[config.mk]
export PLATFORM = sky130hd
export DESIGN_NAME = cb_rdata_deskew
export DESIGN_NICKNAME = d
export VERILOG_FILES = /design/src/rtl/cb_rdata_deskew_pkg.sv /design/src/rtl/cb_lane_delay.sv /design/src/rtl/cb_rdata_deskew.sv
export SDC_FILE = /design/constraint.sdc
export NUM_CORES = 1
export LEC_CHECK = 0
export CORE_ASPECT_RATIO = 1.5
export CORE_MARGIN = 4
export CORE_UTILIZATION = 40
export DETAILED_ROUTE_END_ITERATION = 8
export SLEW_MARGIN = 20
export SYNTH_ARGS = -nofsm -noshare
export SYNTH_HDL_FRONTEND = slang
export SYNTH_SLANG_ARGS = --single-unit
[constraint.sdc]
create_clock -name clk -period 3.24 [get_ports clk]
set_input_delay 0.324 -clock clk [delete_from_list [all_inputs] [get_ports clk]]
set_output_delay 0.324 -clock clk [all_outputs]
set_load 0.005 [all_outputs]
[src/rtl/cb_rdata_deskew_pkg.sv]
// Shared CB package: default geometry and beat-mode encoding for the read-data
// deskew path and the address-skew generator.
package cb_rdata_deskew_pkg;

  // Default number of CB banks (lanes).
  localparam int CB_LANES   = 4;
  // Default data width per bank.
  localparam int CB_DATA_W  = 64;
  // Default number of beats that make up one row.
  localparam int CB_ROW_LEN = 10;

  // Beat mode carried by group_cnt_0 when lane 0 starts a beat.
  typedef enum logic {
    MODE_SKEW  = 1'b0,
    MODE_ALIGN = 1'b1
  } cb_mode_e;

  // One entry of the per-beat token pipeline.
  typedef struct packed {
    logic     valid;
    cb_mode_e mode;
  } cb_token_t;

  // Counter width for a modulo-n counter, never narrower than one bit.
  function automatic int cnt_width(input int n);
    return (n > 1) ? $clog2(n) : 1;
  endfunction

endpackage

[src/rtl/cb_lane_delay.sv]
// Parameterised delay line of depth D for one lane entry (valid bit + data).
// D = 0 degenerates to a plain wire.
module cb_lane_delay #(
  parameter int W = 1,
  parameter int D = 1
) (
  input  logic         clk,
  input  logic         sys_rst,
  input  logic [W-1:0] data,
  output logic [W-1:0] delayed
);

  if (D == 0) begin : g_wire
    logic unused_clk_rst;
    assign unused_clk_rst = clk ^ sys_rst;
    assign delayed        = data;
  end else begin : g_pipe
    logic [W-1:0] stage [D];

    // Shift the entry one stage per cycle; reset drops everything in flight.
    always_ff @(posedge clk) begin
      if (sys_rst) begin
        for (int i = 0; i < D; i++) stage[i] <= '0;
      end else begin
        stage[0] <= data;
        for (int i = 1; i < D; i++) stage[i] <= stage[i-1];
      end
    end

    assign delayed = stage[D-1];
  end

endmodule

[src/rtl/cb_rdata_deskew.sv]
// CB read-data deskew: realigns per-bank read beats (skewed by one cycle per
// lane, or already aligned) into full rows with a fixed latency of L cycles.
module cb_rdata_deskew
  import cb_rdata_deskew_pkg::*;
#(
  parameter int L       = CB_LANES,
  parameter int CB_DW   = CB_DATA_W,
  parameter int ROW_LEN = CB_ROW_LEN
) (
  input  logic               clk,
  input  logic               sys_rst,
  input  logic [L-1:0]       CB_en,
  input  logic               group_cnt_0,
  input  logic [CB_DW*L-1:0] din,
  output logic [CB_DW*L-1:0] dout,
  output logic               dout_valid,
  output logic [L-1:0]       dout_mask,
  output logic               dout_last,
  output logic               busy,
  output logic               coll_err
);

  localparam int            CW       = cnt_width(ROW_LEN);
  localparam int            EW       = CB_DW + 1;
  localparam logic [CW-1:0] LAST_CNT = CW'(ROW_LEN - 1);

  // tok[k] holds the beat that started k+1 cycles ago.
  cb_token_t          tok [L];
  logic [L-1:0]       tok_valid;
  logic               start;
  cb_mode_e           start_mode;
  logic               align_start;
  logic [L-1:0]       skew_claim;
  logic [L-1:0]       lane_err;
  logic [EW-1:0]      lane_out [L];
  logic [CB_DW*L-1:0] lane_data;
  logic [L-1:0]       lane_mask;
  logic [CB_DW*L-1:0] dout_q;
  logic [L-1:0]       mask_q;
  logic [CW-1:0]      row_cnt;
  logic               err_q;
  logic               unused_tail_mode;

  assign start            = CB_en[0];
  assign start_mode       = cb_mode_e'(group_cnt_0);
  assign align_start      = start && (start_mode == MODE_ALIGN);
  assign unused_tail_mode = tok[L-1].mode;

  // Token pipeline: one entry per cycle records whether a beat started and its mode.
  always_ff @(posedge clk) begin
    if (sys_rst) begin
      for (int k = 0; k < L; k++) tok[k] <= '0;
    end else begin
      tok[0].valid <= start;
      tok[0].mode  <= start_mode;
      for (int k = 1; k < L; k++) tok[k] <= tok[k-1];
    end
  end

  // Per lane j: the beat owning this lane's skewed slot this cycle started j
  // cycles ago. Aligned data is captured at the beat start and pre-delayed by j
  // so both modes meet the same slot, then a common D = L-1-j line lines every
  // lane up for the output register.
  for (genvar j = 0; j < L; j++) begin : g_lane
    logic             slot_v;
    cb_mode_e         slot_m;
    logic [CB_DW-1:0] lane_din;
    logic             al_v;
    logic             sk_v;
    logic [EW-1:0]    al_entry;
    logic [EW-1:0]    al_dly;
    logic [EW-1:0]    sk_entry;
    logic [EW-1:0]    slot_entry;

    assign tok_valid[j] = tok[j].valid;

    if (j == 0) begin : g_first
      assign slot_v = start;
      assign slot_m = start_mode;
    end else begin : g_rest
      assign slot_v = tok[j-1].valid;
      assign slot_m = tok[j-1].mode;
    end

    assign lane_din      = din[j*CB_DW +: CB_DW];
    assign skew_claim[j] = slot_v && (slot_m == MODE_SKEW);

    // A skewed claim always wins the lane; a colliding aligned lane is dropped.
    assign sk_v     = skew_claim[j] && CB_en[j];
    assign al_v     = align_start && CB_en[j] && !skew_claim[j];
    assign sk_entry = sk_v ? {1'b1, lane_din} : '0;
    assign al_entry = al_v ? {1'b1, lane_din} : '0;

    // Error when both modes claim the lane, or when nobody claims it.
    assign lane_err[j] = CB_en[j] && (skew_claim[j] == align_start);

    cb_lane_delay #(
      .W (EW),
      .D (j)
    ) u_align_dly (
      .clk     (clk),
      .sys_rst (sys_rst),
      .data    (al_entry),
      .delayed (al_dly)
    );

    assign slot_entry = (slot_v && (slot_m == MODE_ALIGN)) ? al_dly : sk_entry;

    cb_lane_delay #(
      .W (EW),
      .D (L - 1 - j)
    ) u_lane_dly (
      .clk     (clk),
      .sys_rst (sys_rst),
      .data    (slot_entry),
      .delayed (lane_out[j])
    );

    assign lane_data[j*CB_DW +: CB_DW] = lane_out[j][CB_DW-1:0];
    assign lane_mask[j]                = lane_out[j][CB_DW];
  end

  // Output register: captures the fully assembled beat one cycle before it is shown.
  always_ff @(posedge clk) begin
    if (sys_rst) begin
      dout_q <= '0;
      mask_q <= '0;
    end else begin
      dout_q <= lane_data;
      mask_q <= lane_mask;
    end
  end

  // Row counter: advances on every presented beat and wraps after the last one.
  always_ff @(posedge clk) begin
    if (sys_rst) begin
      row_cnt <= '0;
    end else if (tok[L-1].valid) begin
      row_cnt <= (row_cnt == LAST_CNT) ? '0 : row_cnt + 1'b1;
    end
  end

  // Sticky collision/orphan flag, cleared only by reset.
  always_ff @(posedge clk) begin
    if (sys_rst) begin
      err_q <= 1'b0;
    end else if (|lane_err) begin
      err_q <= 1'b1;
    end
  end

  assign dout_valid = tok[L-1].valid && !sys_rst;
  assign dout       = dout_valid ? dout_q : '0;
  assign dout_mask  = dout_valid ? mask_q : '0;
  assign dout_last  = dout_valid && (row_cnt == LAST_CNT);
  assign busy       = (|tok_valid) && !sys_rst;
  assign coll_err   = err_q && !sys_rst;

endmodule

==> results of run 1 <==
[report_power, final]
part	switching (mW)	leakage [nW]	total, mW	internal (mW)
clock	4.80	1.67	11.9	7.13
sequential	0.0434	8.51	13.2	13.1
combinational	0.356	5.55	0.771	0.415
total	5.20	15.7	25.9	20.7
[final cells by class]
type | instances | area (um^2) | area share [%]
clock buffers | 128 | 2681 | 6.576
inverters | 3 | 11.26 | 0.02762
repair buffers | 548 | 5568 | 13.66
diodes | 16 | 40.04 | 0.09820
well taps | 1016 | 1271 | 3.118
multi-input cells | 1538 | 9409 | 23.08
clock inverters | 47 | 730.7 | 1.792
flip-flops and latches | 1052 | 21060 | 51.65
[registers in the layout, summed over array words and instances, names as in the netlist]
name                             flops
dout_q                             256
tok                                  7
mask_q                               4
g_lane.u_align_dly.g_pipe.stage    390
row_cnt                              4
err_q                                1
g_lane.u_lane_dly.g_pipe.stage     390
[routing by layer]
layer / vias to the layer above / track usage [%]
met3: 125 / 4.925
met2: 501 / 26.57
met5: - / 0
li1: 9619 / -
met4: 14 / 6.903
met1: 8932 / 20.65
[layout by cell type (no fill, tap or decap), types with 2 or more instances in the layout]
cell type,n
a21oi_1,7
a22oi_1,193
and2_1,516
and2_2,3
and4_2,2
buf_12,9
buf_4,12
bufinv_16,16
clkbuf_1,15
clkbuf_16,95
clkbuf_8,18
clkdlybuf4s50_1,525
clkinv_2,14
clkinv_4,6
clkinv_8,2
clkinvlp_4,4
dfxtp_1,1052
diode_2,16
inv_1,3
inv_6,4
nand2_1,3
nand2b_1,3
nor2_1,199
nor2_4,3
nor2b_1,595
nor2b_4,2
xnor2_1,4
[cell families after synthesis]
family	share of synthesized area [%]
compound gates	4.737
xor+xnor	0.1393
buf+inv	3.177
flops	67.00
mux	0.03185
simple gates	24.91
[worst min path at each step]
| stage | start | to | slack (ns) | depth (start not counted) |
|---|---|---|---|---|
| after floorplan | g_lane[0].u_lane_dly.g_pipe.stage[2][0] | dout_q[0] | 0.41 | 1 |
| after global placement | g_lane[1].u_lane_dly.g_pipe.stage[0][33] | g_lane[1].u_lane_dly.g_pipe.stage[1][33] | 0.42 | 1 |
| after detailed placement | g_lane[1].u_lane_dly.g_pipe.stage[1][20] | dout_q[84] | 0.42 | 1 |
| after CTS | sys_rst | dout_q[254] | 0.03 | 2 |
| after global routing | sys_rst | g_lane[3].u_align_dly.g_pipe.stage[0][192] | 0.07 | 2 |
| final | sys_rst | dout_q[254] | 0.08 | 2 |
[metrics by stage]
step,power (mW),util [%],area (um^2)
2_1_floorplan,13.77,-,31430
3_3_place_gp,14.21,47.98,37290
3_5_place_dp,14.22,47.98,37290
4_1_cts,26.21,52.37,40700
5_1_grt,26.80,52.43,40750
6_report,25.85,52.45,40770
[critical path, cell delays in order (launching register included)]
cell and delay [ns]:
dfxtp_1 0.43, nor2b_4 0.32, buf_12 0.27, and2_1 0.21, clkdlybuf4s50_1 0.57
==> results.toml, run 1 <==
[timing]
relSlewSlack_pct = 38.05
finalSetupTns_ns = 0
min_period_ns = 2.822
setup_ws_ns = 0.4185
rsz0062_at_grt = "false"
hold_violations = 0
finalCritPeriodShare_pct = 87.08
setup_viol = 0
tightest_slew_ns = 0.9270
clock_skew_ns = 0.02111
max_freq_mhz = 354.4
final_max_slew_viol_count = 0
holdWs_ns = 0.07630

[placement]
routabilityCongestion = 0.7850
pre_cts_ws_ns = 0.9509
numPortBuffers = 526
dp_hpwl_um = 46770
dp.cells = 4156

[drt]
routedWlPerCell_um = 16.35
vias = 19190
highest_layer = "met5"
wl_met3_um = 4878
wl_met2_um = 33150
first_pass_iters = 5
drcViolationCount = 0
drtAntennaViolNets = 0
drt-met1-wl_um = 30970
drt_wl_total_um = 71080
via_per_inst = 4.414
first_iter_violations = 817

[critical_path]
cp.required_ns = 2.92
worstPathMaxFanout = 80
worstSetupPathType = "reg -> out"
r2r-start = "tok[0][1]"
cp-endpoint = "dout[46]"
arrival_ns = 2.50
crit_path_start_kind = "register"
end_kind = "output pin"
worstReg2RegEnd = "g_lane[1].u_lane_dly.g_pipe.stage[0][44]"
reg2reg_depth = 4
crit_start = "tok[3][1]"
r2r_slack_ns = 1.37

[global_route]
grt_max_degree = 197
antenna_found_initial = 25
grt_pass1_wl_um = 109200
grt_pass1_vias = 19360
grt_remaining_overflow = 0
grt_usage_pct = 16.47

[synth]
async_flop_share_pct = 0
synthTopCellsByCount = "dfxtp_1, nor2b_1, and2_1"
ys_seq_elements = 1052
yosys-top-cells-area = "dfxtp_1, nor2b_1, and2_1"
synth_flop_cell = "dfxtp_1"
yosysMostFrequentCell = "dfxtp_1"
ys_seq_area_share_pct = 67.00
yosysTopAreaCell = "dfxtp_1"
yosysTopAreaCellShare_pct = 67.00
synth_edf_count = 0
syn_inst = 2780
synth.net_count = 3043
syn_area_um2 = 31430
synth.distinct_cells = 25
yosysWarnings = 0
syn_avg_cell_area_um2 = 11.31

[power_and_ir_drop]
p_per_area_nw_per_um2 = 634.1
ir_worst_vdd_mv = 0.4433
p_leak_nw = 15.72

[floorplanning]
dieWidth_um = 236.9
core_area_um2 = 77730
boundaryPins = 527
rows = 125
die_h_um = 351.3
start_util_pct = 40.44
die_area_um2 = 83220

[clock_tree]
clkTransAtPathRegs_ns = 0.06
cts_tree = "done"
cts_setup_buffers = 0
htree_levels = 3
cts_resized = 0
clockBufferDepth = 3
postCtsHoldBufs = 0
root_buffer = "clkbuf_16"
clkSinkCount = 1052
cts_inserted_buffers = 94
clock_latency_ns = 0.64

[finish]
final_cells = 4348
fillerInstances = 6796
area_growth_pct = 29.72
fin_nets = 3500
drive_above_1_share_pct = 5.820

[job]
cap_violations = 0

[worst_hold_path]
hold_class = "in -> reg"

[outcome]
status = "complete, no violations"
Note: power is estimated with default switching activity, not from simulation.
==> run 2, diff against run 1 <==
--- a/config.mk
+++ b/config.mk
@@ -5,10 +5,12 @@
 export SDC_FILE = /design/constraint.sdc
 export NUM_CORES = 1
 export LEC_CHECK = 0
+export CAP_MARGIN = 20
 export CORE_ASPECT_RATIO = 1.5
 export CORE_MARGIN = 4
 export CORE_UTILIZATION = 40
 export DETAILED_ROUTE_END_ITERATION = 8
+export DONT_BUFFER_PORTS = 1
 export SLEW_MARGIN = 20
 export SYNTH_ARGS = -nofsm -noshare
 export SYNTH_HDL_FRONTEND = slang
==> run 2 against run 1 <==
  * The flow now stops in 4_1_cts
  * Synthesized cell count unchanged
  * Area after synthesis unchanged
==> results.toml, run 2 <==
[placement]
dp_hpwl_um = 41290
numPortBuffers = 0
routabilityCongestion = 0.7800

[synth]
synth-xor-area-share_pct = 0.1393
synth_mux_area_share_pct = 0.03185
synth-compound-area-share_pct = 4.737
synth.distinct_cells = 25
synth_edf_count = 0
yosysWarnings = 0
yosysTopAreaCellShare_pct = 67.00
synthTopCellsByCount = "dfxtp_1, nor2b_1, and2_1"
async_flop_share_pct = 0
synth.net_count = 3043
yosys-top-cells-area = "dfxtp_1, nor2b_1, and2_1"
syn_area_um2 = 31430
ys_seq_area_share_pct = 67.00
yosysMostFrequentCell = "dfxtp_1"
synthSimpleGateAreaFrac_pct = 24.91
ys_seq_elements = 1052
yosysTopAreaCell = "dfxtp_1"
synth_flop_cell = "dfxtp_1"
syn_inst = 2780
synthAdderAreaFrac_pct = 0
synth_top_family_by_area = "simple AND/OR/NAND/NOR gates"
syn_avg_cell_area_um2 = 11.31

[floorplanning]
die_h_um = 351.3
rows = 125
boundaryPins = 527
start_util_pct = 40.44
dieWidth_um = 236.9

[outcome]
status = "stopped before the end"
failed_stage = "4_1_cts"
run.stop_error = "[ERROR RSZ-0060] Max buffer count reached."

[clock_tree]
htree_levels = 3
clockBufferDepth = 3
root_buffer = "clkbuf_16"
cts_setup_buffers = 0
clkSinkCount = 1052
cts_resized = 0
postCtsHoldBufs = 759
cts_inserted_buffers = 96
-- run 2: cell counts after synthesis --
No cell type changed its count.
-- run 2: logic make-up after synthesis --
kind of cell,count (synthesis)
flops,1052
simple gates,1331
mux,1
buf+inv,190
compound gates,201
xor+xnor,5
-- run 2: through the flow --
stage          std cells  area [um^2]  setup slack, ns  util, %
3_5_place_dp        3621        31880           0.9663    41.01
3_3_place_gp        3621        31880            1.014    41.01
2_1_floorplan       2780        31430            1.840        -
==> run 3, diff against run 2 <==
--- a/config.mk
+++ b/config.mk
@@ -6,11 +6,11 @@
 export NUM_CORES = 1
 export LEC_CHECK = 0
 export CAP_MARGIN = 20
-export CORE_ASPECT_RATIO = 1.5
 export CORE_MARGIN = 4
-export CORE_UTILIZATION = 40
+export CORE_UTILIZATION = 25
 export DETAILED_ROUTE_END_ITERATION = 8
 export DONT_BUFFER_PORTS = 1
+export PLACE_DENSITY_LB_ADDON = 0.15
 export SLEW_MARGIN = 20
 export SYNTH_ARGS = -nofsm -noshare
 export SYNTH_HDL_FRONTEND = slang
==> run 3 against run 2 <==
  * The flow now finishes, with violations (slew limit)
==> results.toml, run 3 (same netlist as run 1, synthesis figures left out) <==
[timing]
max_freq_mhz = 370.0
hold_violations = 0
holdWs_ns = 0.1100
clock_skew_ns = 0.03286
relSlewSlack_pct = -18.16
finalCritPeriodShare_pct = 83.41
setup_viol = 0
rsz0062_at_grt = "false"
setup_ws_ns = 0.5376
final_max_slew_viol_count = 173
finalSetupTns_ns = 0
tightest_slew_ns = 1.772
min_period_ns = 2.702

[worst_hold_path]
min_to = "g_lane[1].u_align_dly.g_pipe.stage[0][64]"
min_from = "CB_en[0]"
hold_path_depth = 2
hold_class = "in -> reg"

[floorplanning]
die_area_um2 = 131500
boundaryPins = 527
start_util_pct = 25.29
dieWidth_um = 362.6
rows = 129
core_area_um2 = 124300
die_h_um = 362.6

[finish]
reg_top3 = "g_lane.u_lane_dly.g_pipe.stage (390), g_lane.u_align_dly.g_pipe.stage (390), dout_q (256)"
fillerInstances = 12480
finish.utilization_pct = 36.53
area_growth_pct = 44.44
final_common_cell = "dfxtp_1"
final_cell_mix = "dfxtp_1, dlygate4sd3_1, nor2b_1, and2_1, nor2_1"
fin_nets = 3879
drive_above_1_share_pct = 5.562

[power_and_ir_drop]
ir_worst_vdd_mv = 0.4487
p_leak_nw = 19.33
power_mw = 26.63
p_per_area_nw_per_um2 = 586.6

[clock_tree]
clock_latency_ns = 0.71
cts_resized = 0
clockBufferDepth = 3
clkTransAtPathRegs_ns = 0.06
htree_levels = 3
cts_inserted_buffers = 114
cts_setup_buffers = 0
root_buffer = "clkbuf_16"
cts_tree = "done"
clkSinkCount = 1052

[placement]
pre_cts_ws_ns = 0.8831
dp_hpwl_um = 48930
routabilityCongestion = 0.7157
numPortBuffers = 0

[drt]
first_pass_iters = 5
via_per_inst = 3.936
drtAntennaViolNets = 0
drcViolationCount = 0
first_iter_violations = 885
vias = 21090
routedWlPerCell_um = 15.55
drt_wl_total_um = 83280

[critical_path]
worstPathMaxFanout = 99
r2r-start = "tok[0][1]"
worstReg2RegEnd = "g_lane[1].u_lane_dly.g_pipe.stage[0][17]"
slowest_delay_ns = 0.42
arrival_ns = 2.38
reg2reg_depth = 6
crit_start = "tok[3][1]"
r2r_slack_ns = 0.73
cp.required_ns = 2.92
slowest_stage = "dfxtp_1"
worstSetupPathType = "reg -> out"
cp_cell_sequence = "nor2b_4, buf_4, buf_16, and2_1"
crit_path_start_kind = "register"
end_kind = "output pin"

[global_route]
grt_pass1_wl_um = 129100
grt_max_degree = 633
grt_usage_pct = 12.55
grt_remaining_overflow = 0
grt_pass1_vias = 22070
antenna_found_initial = 19

[job]
cap_violations = 0

[outcome]
violations = "slew limit"
status = "complete, but fails checks"
-- run 3: how the worst max path moves through the flow --
stage,to,slack (ns),depth (start not counted)
2_1_floorplan,dout[100],1.84,5
3_3_place_gp,dout_last,1.09,3
3_5_place_dp,dout_last,0.88,3
4_1_cts,dout_last,0.12,3
5_1_grt,dout[102],0.30,4
6_report,dout[98],0.54,4
-- run 3: area by class of cell --
type | count | area [um^2] | area share [%]
Tap cell | 1637 | 2048 | 4.511
Sequential cell | 1052 | 21060 | 46.39
Multi-Input combinational cell | 1538 | 9410 | 20.73
Clock buffer | 170 | 3356 | 7.391
Timing Repair Buffer | 907 | 9114 | 20.07
Clock inverter | 34 | 360.3 | 0.7937
Antenna cell | 16 | 40.04 | 0.08819
Inverter | 3 | 11.26 | 0.02480
-- run 3: metrics by stage --
step	cells	area [um^2]
2_1_floorplan	2780	31430
3_3_place_gp	4247	32680
3_5_place_dp	4247	32680
4_1_cts	5339	45300
5_1_grt	5344	45370
6_report	5357	45400
-- run 3: timing repair --
action	in CTS	in global routing
hold buffers	888	0
setup endpoints to repair	0	0
endpoints found under the hold margin	1047	0
-- run 3: report_power, final --
group          internal (mW)  switching (mW)  leakage [nW]
Combinational          0.436           0.299          8.99
Clock                   7.53            5.20          1.82
Sequential              13.1          0.0457          8.51
Total                   21.1            5.55          19.3
-- run 3: metal layers --
layer  global-route usage, %  routed length [um]  vias to the layer above
li1                        -                   -                    10400
met1                   15.07               35880                    10100
met2                   21.44               40330                      429
met3                   3.758                4757                      151
met4                   4.167                2256                       10
met5                       0                  59                        -
-- run 3: critical path, delay by kind of cell (launching register included) --
kind          cells  cell delay (ns)
buf+inv           2             0.61
flops             1             0.42
simple gates      2             0.52
==> run 4, diff against run 3 <==
==> constraint.sdc (replaced) <==
create_clock -name clk -period 2.31 [get_ports clk]
set_input_delay 0.231 -clock clk [delete_from_list [all_inputs] [get_ports clk]]
set_output_delay 0.231 -clock clk [all_outputs]
set_load 0.005 [all_outputs]
==> run 4 against run 3 <==
  * The flow now stops in 4_1_cts
  * Synthesized cell count did not move
  * Area after synthesis did not move
==> results.toml, run 4 <==
[clock_tree]
clkSinkCount = 1052
cts_setup_buffers = 0
cts_resized = 0
cts_inserted_buffers = 114
htree_levels = 3
root_buffer = "clkbuf_16"
clockBufferDepth = 3
postCtsHoldBufs = 893

[placement]
dp_hpwl_um = 48610
numPortBuffers = 0
post_dp_cell_area_um2 = 32840
routabilityCongestion = 0.7234

[outcome]
failed_stage = "4_1_cts"
run.stop_error = "[ERROR RSZ-0060] Max buffer count reached."
status = "stopped before the end"

[synth]
synthTopCellsByCount = "dfxtp_1, nor2b_1, and2_1"
synth-xor-area-share_pct = 0.1393
ys_seq_area_share_pct = 67.00
syn_area_um2 = 31430
yosysWarnings = 0
synth_edf_count = 0
syn_inst = 2780
yosys-top-cells-area = "dfxtp_1, nor2b_1, and2_1"
syn_avg_cell_area_um2 = 11.31
synth-compound-area-share_pct = 4.737
synth_mux_area_share_pct = 0.03185
async_flop_share_pct = 0
yosysTopAreaCellShare_pct = 67.00
synthAdderAreaFrac_pct = 0
ys_seq_elements = 1052
synth.net_count = 3043
synth.distinct_cells = 25
synthSimpleGateAreaFrac_pct = 24.91
synth_flop_cell = "dfxtp_1"
yosysMostFrequentCell = "dfxtp_1"
synth_top_family_by_area = "simple AND/OR/NAND/NOR gates"
yosysTopAreaCell = "dfxtp_1"

[floorplanning]
start_util_pct = 25.29
dieWidth_um = 362.6
die_h_um = 362.6
boundaryPins = 527
rows = 129
run 4: cells by family after synthesis:
logic type                after synthesis
AOI/OAI and AO/OA                     201
xor gates and xnor gates                5
buffers and inverters                 190
DFF                                  1052
muxes                                   1
and+or+nand+nor                      1331
run 4: through the flow:
stage | worst slack, ns | instances
2_1_floorplan | 1.003 | 2780
3_3_place_gp | 0.6200 | 4250
3_5_place_dp | 0.5364 | 4250
==> edit 1 (config.mk and constraints of run 1) <==
Compare `row_cnt` against `LAST_CNT` with >= in place of ==.
--- a/src/rtl/cb_rdata_deskew.sv
+++ b/src/rtl/cb_rdata_deskew.sv
@@ -153,5 +153,5 @@
   assign dout       = dout_valid ? dout_q : '0;
   assign dout_mask  = dout_valid ? mask_q : '0;
-  assign dout_last  = dout_valid && (row_cnt == LAST_CNT);
+  assign dout_last  = dout_valid && (row_cnt >= LAST_CNT);
   assign busy       = (|tok_valid) && !sys_rst;
   assign coll_err   = err_q && !sys_rst;
Check against the original RTL: same outputs for any inputs over 4 cycles, from zero or initial values and one cycle with sys_rst high; that may be too few to reach the edited logic, so the function may still have changed.
==> edit 1 against run 1 <==
  * Final cell count increased by 0.11%
  * Sequential share of layout area about the same
  * Design area about the same
  * Area after synthesis increased by 0.14%
  * Power about the same
  * First-iteration DRC count increased by 10%
  * Setup slack got worse by 80 ps
  * Sequential cell count unchanged
  * Routed wire length increased by 1.8%
  * Critical path type unchanged
  * Largest power group unchanged
  * Highest routed layer unchanged
==> edit 1: results (changes against run 1) <==
outcome: finished, final reports clean
vias in the first global route: 19,400 (+0.23%)
Vias/cell: 4.41 (about the same)
initial antenna violation count: 28 (+12%)
Final Net Count: 3,505 (+0.14%)
CTS buffer count: 97 (+3.2%)
H-tree Lvls: 3 (unchanged)
Cell Count, Final, Fillers Out: 4,353 (+0.11%)
DR WL met3: 4.60 mm (-5.7%)
Lkg Pwr: 15.7 nW (about the same)
hold_ws: 115 ps (+39.1 ps)
Post-DP Area: 37,300 um2 (+0.13%)
Seq/Total Area, Yosys: 66.9% (-0.091 points)
Worst EP arrival: 2580 ps (+80 ps)
pre-CTS setup slack: 800 ps (-151 ps)
max_slew headroom: 33.1% (-4.9 points)
skew final: 16.3 ps (-4.83 ps)
routed wl met2: 33.8 mm (+2.0%)
first-pass GRT wire length: 111 mm (+1.4%)
largest net degree at the start of global routing: 190 (-3.6%)
Crit path largest cell delay: 550 ps (-20 ps)
crit path max fanout: 58 (-28%)
metal1 wirelength: 31.5 mm (+1.7%)
WL final: 72.4 mm (+1.8%)
router iterations before antenna repair: 4 (-1)
worst vdd ir: 0.000453 V (+2.1%)
hold path endpoint: dout_q[255]
1st-iter DRT viols: 901 (+10%)
worst r2r src: tok[1][1]
r2r endpoint: g_lane[2].u_lane_dly.g_pipe.stage[0][33]
Tmin final: 2900 ps (+79.9 ps)
GRT Util Overall: 16.7% (+0.25 points)
Placer Congestion: 0.810 (+3.2%)
crit path capture: dout[115]
placed insts: 4,159 (+0.072%)
flop2flop setup slack: 1480 ps (+110 ps)
Area contributors post-synth: dfxtp_1, nor2b_1, and2_1
-- edit 1: report_power, final --
part | switching (mW) | internal [mW]
Combinational | 0.364 | 0.414
Clock | 4.85 | 7.08
Sequential | 0.0421 | 13.1
-- edit 1: final cells by class --
cell class	instances	area [um2]
fill	6881	36900
sequential	1052	21100
multi-input combinational	1538	9410
timing repair buffer	550	5590
clock buffer	126	2730
tap	1016	1270
clock inverter	50	677
antenna	18	45.0
inverter	3	11.3
-- edit 1: logic make-up after synthesis --
kind of cell / Yosys count / share of synthesized area [%]
flip-flops: 1052 / 66.9
AO/OA/AOI/OAI: 202 / 4.76
buffers and inverters: 190 / 3.31
multiplexers: 1 / 0.0318
AND/OR/NAND/NOR: 1330 / 24.8
XOR/XNOR: 5 / 0.139
-- edit 1: metal layers --
metal,GRT usage [%],up-vias
li1,-,9626
met1,20.9,8954
met2,27.4,468
met3,4.74,136
met4,6.75,16
met5,0,-
==> edit 2 (config.mk and constraints of run 1) <==
Without the edit above. Change the package constant `CB_ROW_LEN` from 10 to 11.
--- a/src/rtl/cb_rdata_deskew_pkg.sv
+++ b/src/rtl/cb_rdata_deskew_pkg.sv
@@ -8,5 +8,5 @@
   localparam int CB_DATA_W  = 64;
   // Default number of beats that make up one row.
-  localparam int CB_ROW_LEN = 10;
+  localparam int CB_ROW_LEN = 11;
 
   // Beat mode carried by group_cnt_0 when lane 0 starts a beat.
Formal check against the unedited RTL: same outputs for any inputs over 4 cycles, from zero or initial values and one cycle with sys_rst high; that may be too few to reach the edited logic, so the function may still have changed.
==> edit 2 against run 1 <==
  * Area after synthesis increased by 0.28%
  * Power decreased by 0.14%
  * Routed wire length is 0.62% lower
  * Critical path depth is the same
  * Worst hold slack improved by 170 ps
  * Register-to-register slack improved by 70 ps
  * Combinational power about the same
  * Via count increased by 0.75%
  * Sequential cell count stayed put
  * Setup slack got worse by 120 ps
  * Clock power barely moved
  * Count of clock-buffer cells in the layout increased by 8
  * Design area is essentially flat
==> edit 2: results (changes against run 1) <==
Vias/cell: 4.44 (+0.59%)
Multi-In Gates: 1,542 (+0.26%)
GRT Util Overall: 16.6% (+0.13 points)
clock buffer count: 136 (+6.3%)
net count after synthesis: 3,047 (+0.13%)
Clock Network Area Fraction: 8.36% (about the same)
Die X: 237 um (+0.14%)
Post-DP Area: 37,300 um2 (about the same)
largest net degree at the start of global routing: 236 (+20%)
outcome: finished, final reports clean
pre-CTS setup slack: 944 ps (-6.51 ps)
hold path endpoint: g_lane[0].u_lane_dly.g_pipe.stage[0][28]
Lkg Pwr: 15.7 nW (about the same)
max_slew headroom: 13.8% (-24 points)
layout cells sized above 1: 5.84% (+0.021 points)
Seq/Total Area, Yosys: 66.8% (-0.19 points)
vias in the first global route: 20,000 (+3.5%)
worst vdd ir: 0.000418 V (-5.6%)
Final Net Count: 3,507 (+0.20%)
first-pass GRT wire length: 111 mm (+2.1%)
buffer share of cell area: 13.6% (-0.096 points)
Area contributors post-synth: dfxtp_1, nor2b_1, and2_1
Placer Congestion: 0.760 (-3.2%)
hold_ws: 245 ps (+169 ps)
r2r endpoint: g_lane[2].u_align_dly.g_pipe.stage[0][48]
WL final: 70.6 mm (-0.62%)
Worst EP arrival: 2620 ps (+120 ps)
synth unique cells: 24 (-4.0%)
crit path max fanout: 120 (+50%)
placed insts: 4,160 (+0.096%)
Hold Buf Count CTS: 1 (+1)
Cell Count, Final, Fillers Out: 4,355 (+0.16%)
hold path start: din[28]
n_diodes: 18 (+2)
CTS buffer count: 97 (+3.2%)
Avg Cell Area, Syn: 11.3 um2 (+0.14%)
[edit 2: cell types whose count changed in the layout (fill, tap and decap cells not counted), moves of 2 or more]
| cell | before | now |
|---|---|---|
| buf_4 | 12 | 14 |
| bufinv_16 | 16 | 12 |
| clkinv_2 | 14 | 19 |
| buf_12 | 9 | 7 |
| clkbuf_8 | 18 | 22 |
| o21ai_0 | 1 | 3 |
| clkinv_4 | 6 | 1 |
| clkbuf_16 | 95 | 99 |
| nor3b_1 | 0 | 2 |
| clkinvlp_4 | 4 | 2 |
| diode_2 | 16 | 18 |
[edit 2: kinds of logic after synthesis]
family / share of synthesized area (%)
buffers and inverters: 3.41
XOR/XNOR: 0.111
AO/OA/AOI/OAI: 4.77
AND/OR/NAND/NOR: 24.9
flip-flops: 66.8
[edit 2: per-layer routing]
layer	share of wire [%]	track usage (%)	routed length [um]
met5	0.12	0	82
met1	41	19.6	29200
met2	49	28.5	34400
met3	6.6	4.83	4660
met4	3.2	6.60	2240
[edit 2: worst max path at each step]
stage | cells past startpoint | start | to | slack, ps
2_1_floorplan | 5 | tok[3][1] | dout[0] | 1830
3_3_place_gp | 5 | sys_rst | dout[70] | 990
3_5_place_dp | 4 | sys_rst | dout_q[163] | 940
4_1_cts | 4 | tok[3][1] | dout_last | 220
5_1_grt | 4 | tok[3][1] | dout[34] | 120
6_report | 4 | tok[3][1] | dout[70] | 300
[edit 2: power breakdown]
group	total [mW]	internal [mW]	leakage, nW	switching, mW
combinational	0.771	0.412	5.53	0.359
sequential	13.2	13.1	8.51	0.0399
clock	11.9	7.09	1.69	4.81
[edit 2: worst max-delay path, stage by stage, from the launching register on]
cell	delay (ps)
dfxtp_1	460
nor2b_4	280
buf_12	310
and2_1	270
clkdlybuf4s50_1	530
